--- config.mk ---
export PLATFORM = sky130hd
export DESIGN_NAME = wb_commit_flat
export DESIGN_NICKNAME = d
export VERILOG_FILES = /design/src/rtl/wb_pkg.sv /design/src/rtl/wb_commit_if.sv /design/src/rtl/wb_load_align.sv /design/src/rtl/wb_commit.sv /design/src/flat_wrapper.sv
export SDC_FILE = /design/constraint.sdc
export NUM_CORES = 1
export LEC_CHECK = 0
export BUFFER_PORTS_ARGS = -buffer_cell sky130_fd_sc_hd__buf_2
export CORE_MARGIN = 2
export CORE_UTILIZATION = 50
export CTS_BUF_LIST = sky130_fd_sc_hd__clkbuf_4
export DETAILED_ROUTE_END_ITERATION = 8
export PLACE_DENSITY_LB_ADDON = 0.05
export SYNTH_ARGS = -nofsm -noshare
export SYNTH_HDL_FRONTEND = slang
export SYNTH_SLANG_ARGS = --single-unit
--- constraint.sdc ---
create_clock -name clk -period 12.69 [get_ports clk]
set_input_delay 1.269 -clock clk [delete_from_list [all_inputs] [get_ports clk]]
set_output_delay 1.269 -clock clk [all_outputs]
set_load 0.05 [all_outputs]
--- src/rtl/wb_pkg.sv ---
// Shared encodings for the write-back/commit stage.
// Holds valD select codes, load funct3 codes, FSM states and the halt encoding.
package wb_pkg;

    localparam logic [1:0] VALD_E    = 2'b00;
    localparam logic [1:0] VALD_P    = 2'b01;
    localparam logic [1:0] VALD_M    = 2'b10;
    localparam logic [1:0] VALD_ZERO = 2'b11;

    localparam logic [2:0] FN_LB  = 3'b000;
    localparam logic [2:0] FN_LH  = 3'b001;
    localparam logic [2:0] FN_LW  = 3'b010;
    localparam logic [2:0] FN_LD  = 3'b011;
    localparam logic [2:0] FN_LBU = 3'b100;
    localparam logic [2:0] FN_LHU = 3'b101;
    localparam logic [2:0] FN_LWU = 3'b110;
    localparam logic [2:0] FN_RAW = 3'b111;

    typedef enum logic {
        RUN,
        HALTED
    } state_t;

    localparam logic [31:0] HALT_INSTR_DEF = 32'h00100073;

endpackage

--- src/rtl/wb_commit_if.sv ---
// W-stage bundle handshake into the commit stage.
// master drives valid + bundle fields, slave returns ready.
interface wb_commit_if #(
    parameter int XLEN = 32
);
    localparam int AW = $clog2(XLEN / 8);

    logic            in_valid;
    logic            in_ready;
    logic [XLEN-1:0] in_pc;
    logic [31:0]     in_instr;
    logic [XLEN-1:0] in_valE;
    logic [XLEN-1:0] in_valM;
    logic [AW-1:0]   in_addr_lo;
    logic [2:0]      in_load_fn;
    logic [1:0]      in_valD_sel;
    logic            in_reg_wen;
    logic [4:0]      in_rd;
    logic [11:0]     in_csr_rd;
    logic [2:0]      in_csr_sel;

    modport master (
        output in_valid, in_pc, in_instr, in_valE, in_valM,
        output in_addr_lo, in_load_fn, in_valD_sel,
        output in_reg_wen, in_rd, in_csr_rd, in_csr_sel,
        input  in_ready
    );

    modport slave (
        input  in_valid, in_pc, in_instr, in_valE, in_valM,
        input  in_addr_lo, in_load_fn, in_valD_sel,
        input  in_reg_wen, in_rd, in_csr_rd, in_csr_sel,
        output in_ready
    );

endinterface

--- src/rtl/wb_load_align.sv ---
// Combinational load aligner: picks the lane at addr_lo and extends it.
// Ports: raw (memory word), addr_lo (byte offset), fn (funct3) -> data.
module wb_load_align
    import wb_pkg::*;
#(
    parameter int XLEN = 32,
    parameter int AW   = $clog2(XLEN / 8)
) (
    input  logic [XLEN-1:0] raw,
    input  logic [AW-1:0]   addr_lo,
    input  logic [2:0]      fn,
    output logic [XLEN-1:0] data
);

    // Halves and words ignore offset bits below their own granularity.
    localparam logic [AW-1:0] HMASK = ~AW'(1);
    localparam logic [AW-1:0] WMASK = ~AW'(3);

    logic [7:0]      b;
    logic [15:0]     h;
    logic [31:0]     w;
    logic [XLEN-1:0] w_s;

    assign b   = 8'(raw >> {addr_lo, 3'b000});
    assign h   = 16'(raw >> {addr_lo & HMASK, 3'b000});
    assign w   = 32'(raw >> {addr_lo & WMASK, 3'b000});
    assign w_s = XLEN'($signed(w));

    always_comb begin
        data = raw;
        unique case (fn)
            FN_LB:  data = XLEN'($signed(b));
            FN_LH:  data = XLEN'($signed(h));
            FN_LW:  data = w_s;
            FN_LD:  data = (XLEN == 64) ? raw : w_s;
            FN_LBU: data = XLEN'(b);
            FN_LHU: data = XLEN'(h);
            FN_LWU: data = XLEN'(w);
            FN_RAW: data = raw;
            default: data = raw;
        endcase
    end

endmodule

--- src/rtl/wb_commit.sv ---
// Write-back/commit stage: aligns loads, registers GPR/CSR writes,
// counts retirements and halts on HALT_INSTR. Ports: clk, rst, bus, out_*.
module wb_commit
    import wb_pkg::*;
#(
    parameter int          XLEN       = 32,
    parameter int          CNT_W      = 64,
    parameter logic [31:0] HALT_INSTR = HALT_INSTR_DEF
) (
    input  logic             clk,
    input  logic             rst,
    wb_commit_if.slave       bus,
    output logic             out_reg_wen,
    output logic [4:0]       out_rd,
    output logic [XLEN-1:0]  out_valD,
    output logic             out_csr_wen,
    output logic [11:0]      out_csr_rd,
    output logic [2:0]       out_csr_sel,
    output logic             out_retire,
    output logic [XLEN-1:0]  out_retire_pc,
    output logic [CNT_W-1:0] out_instret,
    output logic             out_halted,
    output logic [XLEN-1:0]  out_halt_pc
);

    localparam int AW = $clog2(XLEN / 8);

    state_t          state_q;
    state_t          state_d;
    logic            accept;
    logic            is_halt;
    logic [XLEN-1:0] load_data;
    logic [XLEN-1:0] valD;

    wb_load_align #(
        .XLEN (XLEN),
        .AW   (AW)
    ) u_align (
        .raw     (bus.in_valM),
        .addr_lo (bus.in_addr_lo),
        .fn      (bus.in_load_fn),
        .data    (load_data)
    );

    assign bus.in_ready = (state_q == RUN);
    assign accept       = bus.in_valid && bus.in_ready;
    assign is_halt      = (bus.in_instr == HALT_INSTR);
    assign out_halted   = (state_q == HALTED);

    always_comb begin
        valD = '0;
        unique case (bus.in_valD_sel)
            VALD_E:    valD = bus.in_valE;
            VALD_P:    valD = bus.in_pc + XLEN'(4);
            VALD_M:    valD = load_data;
            VALD_ZERO: valD = '0;
            default:   valD = '0;
        endcase
    end

    always_ff @(posedge clk or posedge rst) begin
        if (rst) state_q <= RUN;
        else     state_q <= state_d;
    end

    // HALTED is sticky; only reset leaves it.
    always_comb begin
        state_d = state_q;
        if (state_q == RUN && accept && is_halt)
            state_d = HALTED;
    end

    always_ff @(posedge clk or posedge rst) begin
        if (rst) begin
            out_reg_wen   <= 1'b0;
            out_rd        <= '0;
            out_valD      <= '0;
            out_csr_wen   <= 1'b0;
            out_csr_rd    <= '0;
            out_csr_sel   <= '0;
            out_retire    <= 1'b0;
            out_retire_pc <= '0;
            out_instret   <= '0;
            out_halt_pc   <= '0;
        end else begin
            out_reg_wen <= accept && bus.in_reg_wen &&
                           (bus.in_rd != 5'd0) && !is_halt;
            out_csr_wen <= accept && (bus.in_csr_sel != 3'd0) && !is_halt;
            out_retire  <= accept;
            if (accept) begin
                out_rd        <= bus.in_rd;
                out_valD      <= valD;
                out_csr_rd    <= bus.in_csr_rd;
                out_csr_sel   <= bus.in_csr_sel;
                out_retire_pc <= bus.in_pc;
                out_instret   <= out_instret + CNT_W'(1);
                if (is_halt)
                    out_halt_pc <= bus.in_pc;
            end
        end
    end

endmodule

--- src/flat_wrapper.sv ---
// flat-port wrapper written by rule: the top's interface ports become plain ports
module wb_commit_flat import wb_pkg::*;
#(
    parameter int          XLEN       = 32,
    parameter int          CNT_W      = 64,
    parameter logic [31:0] HALT_INSTR = HALT_INSTR_DEF
)
  (clk, rst, out_reg_wen, out_rd, out_valD, out_csr_wen, out_csr_rd, out_csr_sel, out_retire, out_retire_pc, out_instret, out_halted, out_halt_pc, bus_in_valid, bus_in_pc, bus_in_instr, bus_in_valE, bus_in_valM, bus_in_addr_lo, bus_in_load_fn, bus_in_valD_sel, bus_in_reg_wen, bus_in_rd, bus_in_csr_rd, bus_in_csr_sel, bus_in_ready);
  wb_commit_if #(.XLEN(XLEN)) bus_i ();
  input  logic clk;
  input  logic rst;
  output logic out_reg_wen;
  output logic [4:0] out_rd;
  output logic [XLEN-1:0] out_valD;
  output logic out_csr_wen;
  output logic [11:0] out_csr_rd;
  output logic [2:0] out_csr_sel;
  output logic out_retire;
  output logic [XLEN-1:0] out_retire_pc;
  output logic [CNT_W-1:0] out_instret;
  output logic out_halted;
  output logic [XLEN-1:0] out_halt_pc;
  input wire logic [$bits(bus_i.in_valid)-1:0] bus_in_valid;
  input wire logic [$bits(bus_i.in_pc)-1:0] bus_in_pc;
  input wire logic [$bits(bus_i.in_instr)-1:0] bus_in_instr;
  input wire logic [$bits(bus_i.in_valE)-1:0] bus_in_valE;
  input wire logic [$bits(bus_i.in_valM)-1:0] bus_in_valM;
  input wire logic [$bits(bus_i.in_addr_lo)-1:0] bus_in_addr_lo;
  input wire logic [$bits(bus_i.in_load_fn)-1:0] bus_in_load_fn;
  input wire logic [$bits(bus_i.in_valD_sel)-1:0] bus_in_valD_sel;
  input wire logic [$bits(bus_i.in_reg_wen)-1:0] bus_in_reg_wen;
  input wire logic [$bits(bus_i.in_rd)-1:0] bus_in_rd;
  input wire logic [$bits(bus_i.in_csr_rd)-1:0] bus_in_csr_rd;
  input wire logic [$bits(bus_i.in_csr_sel)-1:0] bus_in_csr_sel;
  output wire logic [$bits(bus_i.in_ready)-1:0] bus_in_ready;
  assign bus_i.in_valid = bus_in_valid;
  assign bus_i.in_pc = bus_in_pc;
  assign bus_i.in_instr = bus_in_instr;
  assign bus_i.in_valE = bus_in_valE;
  assign bus_i.in_valM = bus_in_valM;
  assign bus_i.in_addr_lo = bus_in_addr_lo;
  assign bus_i.in_load_fn = bus_in_load_fn;
  assign bus_i.in_valD_sel = bus_in_valD_sel;
  assign bus_i.in_reg_wen = bus_in_reg_wen;
  assign bus_i.in_rd = bus_in_rd;
  assign bus_i.in_csr_rd = bus_in_csr_rd;
  assign bus_i.in_csr_sel = bus_in_csr_sel;
  assign bus_in_ready = bus_i.in_ready;
  wb_commit #(.XLEN(XLEN), .CNT_W(CNT_W), .HALT_INSTR(HALT_INSTR)) u_core (.clk(clk), .rst(rst), .bus(bus_i), .out_reg_wen(out_reg_wen), .out_rd(out_rd), .out_valD(out_valD), .out_csr_wen(out_csr_wen), .out_csr_rd(out_csr_rd), .out_csr_sel(out_csr_sel), .out_retire(out_retire), .out_retire_pc(out_retire_pc), .out_instret(out_instret), .out_halted(out_halted), .out_halt_pc(out_halt_pc));
endmodule
==> summary.txt <==
STA
  – Fin Clk Skew: ~0.023 ns
  – Worst Tran Pin Value: 1.006 ns
  – Slew Limit Fails: 0
  – Final count of hold timing violations: 0
  – Slew Limit Headroom: 0.3272
  – Unrepaired setup endpoints after global routing: no
  – Final Worst Setup Slack: about 9.8 ns
  – Period utilization: 0.2261
  – # setup viols final: 0
  – Final TNS setup: 0 ns
  – Max Fclk: 348.5 MHz
  – Clock period minus worst slack: 2.870 ns
  – Hold slack final: a little under 0.5 ns

Setup path
  – Most used cell, CP: o21ai_0
  – Critical path cell sequence: buf_2 -> nand2b_4 -> clkinv_2 -> buf_4 -> nand2_1 -> o22a_1 -> o21ai_0 -> o21ai_0
  – Maximum fanout along the worst path: 60
  – WP buf/inv: 3
  – Worst setup SP type: input port
  – Crit path kind: input port to register
  – Crit path largest cell delay: 0.61 ns
  – Critical Path RT: 13.16 ns
  – CP Capture Type: register
  – Family with the most delay on the worst path: buffers and inverters
  – Slowest library cell on the worst path: buf_4
  – WP data arrival: 3.34 ns

Synthesis
  – Syn nets: 1137
  – Primary FF master, synth: dfrtp_1
  – #FFs+latches synth: ~180
  – Xor and xnor area share after synthesis: 0.07803
  – Cell Area, Synth: 9316 µm²
  – Largest family of logic cells by synthesized area: simple AND/OR/NAND/NOR gates
  – Compound-Gate Fraction of Synth Area: 0.1013
  – Synth Instances: 976
  – EDFF count, synth: 0
  – Simple-Gate Fraction of Synth Area: 0.2317
  – Async S/R FF share, synth: 1.000
  – Synth warnings: 0
  – Synth Area in Adders: 0.002686
  – Cell variety after synth: 59
  – Syn Area/Cell: 9.546 µm²
  – Sequential area share after synthesis: 0.4942
  – Mux cell area share after synthesis: 0.06124

Floorplan
  – DIE HEIGHT: 140.5 µm
  – Die ar.: 19740 µm²
  – CORE AREA: ~18000 µm²
  – Die width: 140.5 µm
  – # rows: between 40 and 50
  – Initial core utilization: 0.5134
  – Ports: 344

Worst hold path
  – Min-delay worst type: register to register

GRT
  – Antenna violations before repair: 5
  – Global route overflow: 0
  – Number of global-route vias before repair: around 8.3k
  – Largest net degree at the start of global routing: 124
  – GRT Util Overall: 0.2931
  – First-pass GRT wire length: 45.70 mm

Placed design
  – Dpl cells: ~1.5k
  – DP HPWL: 21.29 mm
  – Port Buf Inserts: 343
  – Dpl ws: 9.225 ns
  – GPL Wtd Cong: between 0.8 and 0.9

Detailed routing
  – Final WL: 28.55 mm
  – Number of detailed-route iterations in the first pass: 5
  – First-iteration detailed-routing DRC count: 564
  – DRC: 0
  – Post-DR wirelength/cell: between 15 and 20 µm
  – Via count: 8624
  – Met2 wire len: approximately 13 mm
  – Routed wl met3: roughly 2.1 mm
  – WL met1: about 12 mm
  – Detail Route Antenna Nets: 0
  – Highest metal layer with signal wires: met5
  – Via/cell ratio: 5.622

Clocking
  – Cts hold-fix bufs: 0
  – Num CTS Buffers: 17
  – Post-CTS Resized: 0
  – CTS root buffer: clkbuf_4
  – Clock slew at reported path FFs: 0.15 ns
  – Clock latency on the worst-skew pair: 0.59 ns
  – CTS H-tree depth: 4
  – CTS tree: yes
  – Num Clock Sinks: 184
  – Setup bufs post-CTS: 0
  – Clk buf depth: 2

Final layout
  – Synthesis-to-finish area growth: 22.71%
  – Layout cells sized above 1: 0.3372
  – Most frequent cells in the layout: buf_2 (343), nand2_1 (221), dfrtp_1 (184), nor2_1 (74), xor2_1 (48)
  – Commonest non-fill, non-tap cell in the layout: buf_2
  – Post-route insts no fill: 1534
  – Fin nets: 1450

Pwr
  – VDD IR max: 0.00006780 V
  – PD cells: 116.4 nW/µm²
  – Leak: 5.903 nW

Run
  – Max-cap violations: 0

Run status
  – Status: complete, no violations
[metal layers]
layer / vias up / global-route usage
met4: 4 / 0.08947
met5: - / 0
met1: 4174 / 0.4003
li1: 4050 / -
met3: 60 / 0.07521
met2: 336 / 0.4649
[final timing paths]
path | depth (start not counted) | end | startpoint | slack [ns]
max in group asynchronous | 3 | u_core.out_valD[6]$_DFFE_PP0P_ | rst | 10.50
min reg2reg | 2 | u_core.out_valD[6]$_DFFE_PP0P_ | u_core.out_valD[6]$_DFFE_PP0P_ | 0.49
min | 2 | u_core.out_valD[6]$_DFFE_PP0P_ | u_core.out_valD[6]$_DFFE_PP0P_ | 0.49
max | 8 | u_core.out_valD[17]$_DFFE_PP0P_ | bus_in_valid | 9.82
max reg2reg | 5 | u_core.out_instret[61]$_DFFE_PP0P_ | u_core.out_instret[27]$_DFFE_PP0P_ | 9.83
min in group asynchronous | 2 | u_core.out_halt_pc[24]$_DFFE_PP0P_ | rst | 0.82
[cells in the mapped netlist, drive strengths merged (2+ instances only)]
master / n / area share
nor3: 21 / 0.011
and2: 2 / 0.0013
a21oi: 30 / 0.016
and3: 5 / 0.0034
a211oi: 9 / 0.0073
o22ai: 18 / 0.012
a2bb2oi: 2 / 0.0019
o31a: 2 / 0.0019
and4: 14 / 0.013
a211o: 5 / 0.0047
nor2: 74 / 0.030
mux2: 32 / 0.039
o21ai: 28 / 0.015
nand2b: 5 / 0.0034
nor3b: 2 / 0.0016
o211ai: 3 / 0.0024
mux2i: 3 / 0.0032
clkbuf: 40 / 0.016
xnor2: 35 / 0.033
nand3: 38 / 0.021
a31oi: 14 / 0.0094
mux4: 8 / 0.019
xor2: 48 / 0.045
nor4: 24 / 0.026
o2111ai: 5 / 0.0047
dfrtp: 184 / 0.49
buf: 14 / 0.0082
a221oi: 7 / 0.0066
inv: 16 / 0.0064
nor2b: 8 / 0.0054
or3: 3 / 0.0020
o21a: 9 / 0.0073
o221ai: 6 / 0.0056
nand4: 23 / 0.016
nand2: 223 / 0.090
ha: 2 / 0.0027
nor4b: 3 / 0.0028
[logic make-up (layout without fill, tap and decap cells)]
group	after synthesis	after routing
compound gates	144	144
other cells	0	3
buf+inv	70	396
mux	43	43
xor+xnor	83	83
simple gates	450	450
fa+ha+maj	2	2
flops	184	184
[report_power, final]
part / total, mW / switching (mW) / internal (mW)
clock: 0.323 / 0.218 / 0.105
combinational: 0.351 / 0.262 / 0.0892
sequential: 0.656 / 0.0312 / 0.625
total: 1.33 / 0.512 / 0.819
[tightest hold or removal path, delay by kind of cell (launching register included)]
family | cells | cell delay (ns)
flip-flops | 1 | 0.37
AND/OR/NAND/NOR | 2 | 0.10
[cell type report]
type,instances,area [µm²]
clock inverters,14,138.9
multi-input cells,722,4437
diodes,3,7.507
well taps,229,286.5
clock buffers,18,135.1
inverters,16,68.82
fillers,1578,6715
repair buffers,348,1754
flip-flops and latches,184,4604
[through the flow]
step / cell area, µm² / utilization / power [mW]
2_1_floorplan: 9316 / - / 0.9021
3_3_place_gp: 11150 / 0.6145 / 1.014
3_5_place_dp: 11150 / 0.6145 / 1.018
4_1_cts: 11420 / 0.6296 / 1.339
5_1_grt: 11430 / 0.6297 / 1.393
6_report: 11430 / 0.6300 / 1.331
[registers in the layout (all words and copies together), names as in the netlist, 3 cells and up]
name	count
u_core.out_rd	5
u_core.out_valD	32
u_core.out_csr_rd	12
u_core.out_halt_pc	32
u_core.out_csr_sel	3
u_core.out_instret	64
u_core.out_retire_pc	32
(Power assumes the default switching activity.)
